`src/rtl/bcd_to_bin.sv`:
```
// bcd_to_bin: serial BCD-to-binary converter, one digit per clock, MSD first.
// Ports: clk, rst (async high); in_valid/in_ready + bcd_in/carry_in in;
//        out_valid/out_ready + bin_out/err out (err = some nibble > 9).
module bcd_to_bin #(
   parameter int DIGITS = 3,
   parameter int BIN_W  = 11
) (
   input  logic                  clk,
   input  logic                  rst,
   input  logic                  in_valid,
   output logic                  in_ready,
   input  logic [4*DIGITS-1:0]   bcd_in,
   input  logic                  carry_in,
   output logic                  out_valid,
   input  logic                  out_ready,
   output logic [BIN_W-1:0]      bin_out,
   output logic                  err
);

   localparam int IDX_W = (DIGITS > 1) ? $clog2(DIGITS) : 1;

   typedef enum logic [1:0] {
      IDLE = 2'd0,
      CONV = 2'd1,
      DONE = 2'd2
   } state_t;

   state_t                state_q, state_d;
   logic [4*DIGITS-1:0]   shreg_q, shreg_d;
   logic [BIN_W-1:0]      acc_q, acc_d;
   logic [IDX_W-1:0]      idx_q, idx_d;
   logic                  err_r_q, err_r_d;
   logic [BIN_W-1:0]      bin_q, bin_d;
   logic                  err_q, err_d;

   logic [3:0]            digit;
   logic [BIN_W-1:0]      acc_next;
   logic                  err_next;
   logic                  accept;

   // Current digit always sits in the top nibble; the register shifts left.
   assign digit    = shreg_q[4*DIGITS-1 -: 4];
   // acc*10 + digit without a multiplier; wraps mod 2^BIN_W.
   assign acc_next = (acc_q << 3) + (acc_q << 1) + BIN_W'(digit);
   assign err_next = err_r_q | (digit > 4'd9);
   assign accept   = in_valid && (state_q == IDLE);

   // State register
   always_ff @(posedge clk or posedge rst) begin
      if (rst) state_q <= IDLE;
      else     state_q <= state_d;
   end

   // Next-state logic
   always_comb begin
      state_d = state_q;
      case (state_q)
         IDLE:    if (in_valid)        state_d = CONV;
         CONV:    if (idx_q == '0)     state_d = DONE;
         DONE:    if (out_ready)       state_d = IDLE;
         default:                      state_d = IDLE;
      endcase
   end

   // Handshake outputs decoded from the state register
   always_comb begin
      in_ready  = 1'b0;
      out_valid = 1'b0;
      case (state_q)
         IDLE:    in_ready  = 1'b1;
         DONE:    out_valid = 1'b1;
         default: ;
      endcase
   end

   // Datapath next values
   always_comb begin
      shreg_d = shreg_q;
      acc_d   = acc_q;
      idx_d   = idx_q;
      err_r_d = err_r_q;
      bin_d   = bin_q;
      err_d   = err_q;
      if (accept) begin
         shreg_d = bcd_in;
         acc_d   = BIN_W'(carry_in);
         idx_d   = IDX_W'(DIGITS - 1);
         err_r_d = 1'b0;
      end else if (state_q == CONV) begin
         shreg_d = shreg_q << 4;
         acc_d   = acc_next;
         err_r_d = err_next;
         idx_d   = idx_q - 1'b1;
         if (idx_q == '0) begin
            bin_d = acc_next;
            err_d = err_next;
         end
      end
   end

   always_ff @(posedge clk or posedge rst) begin
      if (rst) begin
         shreg_q <= '0;
         acc_q   <= '0;
         idx_q   <= '0;
         err_r_q <= 1'b0;
         bin_q   <= '0;
         err_q   <= 1'b0;
      end else begin
         shreg_q <= shreg_d;
         acc_q   <= acc_d;
         idx_q   <= idx_d;
         err_r_q <= err_r_d;
         bin_q   <= bin_d;
         err_q   <= err_d;
      end
   end

   assign bin_out = bin_q;
   assign err     = err_q;

endmodule

```
`config.mk`:
```
export PLATFORM = sky130hd
export DESIGN_NAME = bcd_to_bin
export DESIGN_NICKNAME = d
export VERILOG_FILES = /design/src/rtl/bcd_to_bin.sv
export SDC_FILE = /design/constraint.sdc
export NUM_CORES = 1
export LEC_CHECK = 0
export ABC_AREA = 0
export BUFFER_PORTS_ARGS = -buffer_cell sky130_fd_sc_hd__buf_2
export CORE_UTILIZATION = 57
export DETAILED_ROUTE_END_ITERATION = 7
export GPL_TIMING_DRIVEN = 0
export PLACE_DENSITY = 0.87
export SLEW_MARGIN = 0
export SYNTH_ARGS = -nofsm -noshare
export SYNTH_HDL_FRONTEND = slang
export SYNTH_SLANG_ARGS = --single-unit
```
`constraint.sdc`:
```
create_clock -name clk -period 2.9 [get_ports clk]
set_input_delay 0.145 -clock clk [delete_from_list [all_inputs] [get_ports clk]]
set_output_delay 0.145 -clock clk [all_outputs]
set_load 0.01 [all_outputs]
```
==> results.cfg <==
[sta]
hold_viol = 0
fin_skew_ns = 0.008843
setup_viol = 0
fin_tns_setup_ns = 0
fin_crit_sh_pct = 85.74
slew_headroom_pct = 45.29
fin_crit_ns = 2.487
rsz0062_at_grt = no
fmax_mhz = 402.2
slew_violations = 0
tightest_slew_ns = 0.8195

[outcome]
outcome = finished clean

[synth]
seq_area_frac_synth_pct = 43.05
synth-seq-cells = 39
postSynthAreaPerCell_sq_um = 9.526
synthArstFlopShare_pct = 100.0
yosysWarnings = 0
syn_area_sq_mm = 0.002267
ys_types = 44
syn_inst = 238
ys.flop_type = dfrtp_1
synth_edf_count = 0
synthesis.nets = 274

[power_and_ir_drop]
pwr-share-comb_pct = 58.5
seqPwrFrac_pct = 28.5
internal_power_uw = 1892
power.net_switching_uw = 1561
cellLeakagePower_uw = 0.001299
power_per_cell_area_mw_per_mm2 = 1336
switching_share_pct = 45.21
clkPwrFrac_pct = 12.9
peakVddDrop_v = 0.0005855

[routing]
drc = 0
first_pass_iters = 4
via_per_inst = 5.824
wl_met3_um = 294
wl_met1_mm = 2.067
wire_per_inst_um = 15.03
dr_wl_met2_mm = 2.305
wl_mm = 4.854
drt_iter0_drc = 183
ant_nets = 0
vias = 1881
top_layer_used = met4

[clocking]
cts_buffer_depth = 2
clk_pin_slew_ns = 0.08
cts_setup_buffers = 0
ctsHoldBuffers = 0
numCtsBuffers = 5
cts.repair.resized = 0
clk_latency_ns = 0.30
cts_root_buffer = clkbuf_8
htreeDepth = 2
cts_sinks = 39
cts_tree = built

[global_routing]
antenna_found_initial = 0
grt_overflow = 0
grt_max_degree = 40
grt_pass1_wl_mm = 8.114
grt_pass1_vias = 1852
grt_usage_pct = 26.11

[cells_and_area]
fin_area_sq_mm = 0.002584
nFillCells = 287
area_growth_pct = 13.96
layout.nets = 311
layout_commonest_cell = nand2_1
num_antenna_cells = 0
drive_gt1_share_pct = 19.64
final_cells = 323
layout_common_cells = 40 x nand2_1, 39 x dfrtp_1, 36 x buf_2

[floorplanning]
rows = 22
ioPinCount = 31
dieArea_sq_mm = 0.004233
start_util_pct = 60.56
die_width_um = 65.07
core_area_sq_mm = 0.003744
fp.dieH_um = 65.07

[setup_path]
critPathMaxFanout = 4
r2r-end = acc_q[9]
critPathKind = reg2reg
critPathCaptureType = flop
cp-start-kind = flop
crit_required_ns = 3.14
ff2ff_setup_slack_ns = 0.41
crit_arrival_ns = 2.72
r2r_start = shreg_q[11]
ff2ff_path_depth = 8

[placement]
place_area_sq_mm = 0.002477
dpl.hpwl_mm = 3.562
place.gp.congestion = 0.8993
port-buffer-count = 30
place_inst = 316

[min_path]
hp-class = in2async

[flow_run]
max-cap-violations = 0
==> cell families after synthesis <==
logic type,count (synthesis),synth area share [%]
and+or+nand+nor,99,22.35
AOI/OAI and AO/OA,44,13.25
DFF,39,43.05
buffers and inverters,25,4.967
adders and majority gates,19,11.15
muxes,7,3.311
xor gates and xnor gates,5,1.931
==> power by group through the flow <==
stage,clock network [uW],registers [uW],logic (uW)
after global placement,0,978,1900
after floorplan,0,988,1480
after global routing,473,1010,2280
after CTS,455,981,2020
after detailed placement,0,992,2010
final,446,985,2020
==> state kept, by name (all words and copies together), names as in the netlist <==
signal   flops
shreg_q     12
bin_out     11
acc_q       10
idx_q        2
state_q      2
err          1
err_r_q      1
==> critical path: stages (launching register included) <==
cell       delay, ns
dfrtp_1         0.34
inv_1           0.09
fa_1            0.55
inv_1           0.07
ha_1            0.28
a21oi_1         0.26
o21ai_0         0.24
a2111oi_0       0.44
nand3b_1        0.16
==> final cells by class <==
class                      instances  area (sq um)  share of cell area [%]
inverter                          12         45.04                   1.743
clock inverter                     2         37.54                   1.453
clock buffer                       5         68.82                   2.663
multi-input combinational        174          1179                   45.62
sequential                        39         975.9                   37.77
buffer                            13         67.56                   2.615
timing repair buffer              30         150.1                   5.811
tap                               48         60.06                   2.324
==> metrics by stage <==
stage | util [%] | setup WS (ns) | hold slack [ns] | power [uW]
2_1_floorplan | - | 0.6477 | 0.2504 | 2468
3_3_place_gp | 66.18 | 0.5065 | 0.3332 | 2881
3_5_place_dp | 66.18 | 0.4471 | 0.3390 | 3003
4_1_cts | 69.02 | 0.4189 | 0.02271 | 3453
5_1_grt | 69.02 | 0.2874 | 0.02461 | 3761
6_report | 69.02 | 0.4135 | 0.0001883 | 3453
==> worst max-delay path by stage <==
stage / startpoint / to / slack, ns / cells after the start
2_1_floorplan: shreg_q[11] / acc_q[8] / 0.65 / 8
3_3_place_gp: shreg_q[11] / acc_q[8] / 0.51 / 8
3_5_place_dp: shreg_q[11] / acc_q[8] / 0.45 / 8
4_1_cts: shreg_q[11] / acc_q[8] / 0.42 / 8
5_1_grt: shreg_q[11] / bin_out[9] / 0.29 / 8
6_report: shreg_q[11] / acc_q[9] / 0.41 / 8
==> layer usage <==
metal	vias up	GRT usage, %
met4	0	15.76
met1	894	31.26
met3	19	7.042
li1	913	-
met2	55	41.80
met5	-	0
==> cells in the mapped netlist (4+ instances only) <==
cell	count	area, sq um
nor3_1	4	20.02
nor2b_1	6	37.54
clkbuf_1	5	18.77
dfrtp_1	39	975.9
xnor2_1	4	35.03
nand2b_1	7	43.79
inv_1	12	45.04
mux2_2	4	45.04
nor2_1	12	45.04
a22oi_1	7	52.55
nand2_1	40	150.1
o21ai_0	15	75.07
ha_1	17	212.7
nand3_1	15	75.07
buf_2	6	30.03
Power figures use the tool's default switching activity.
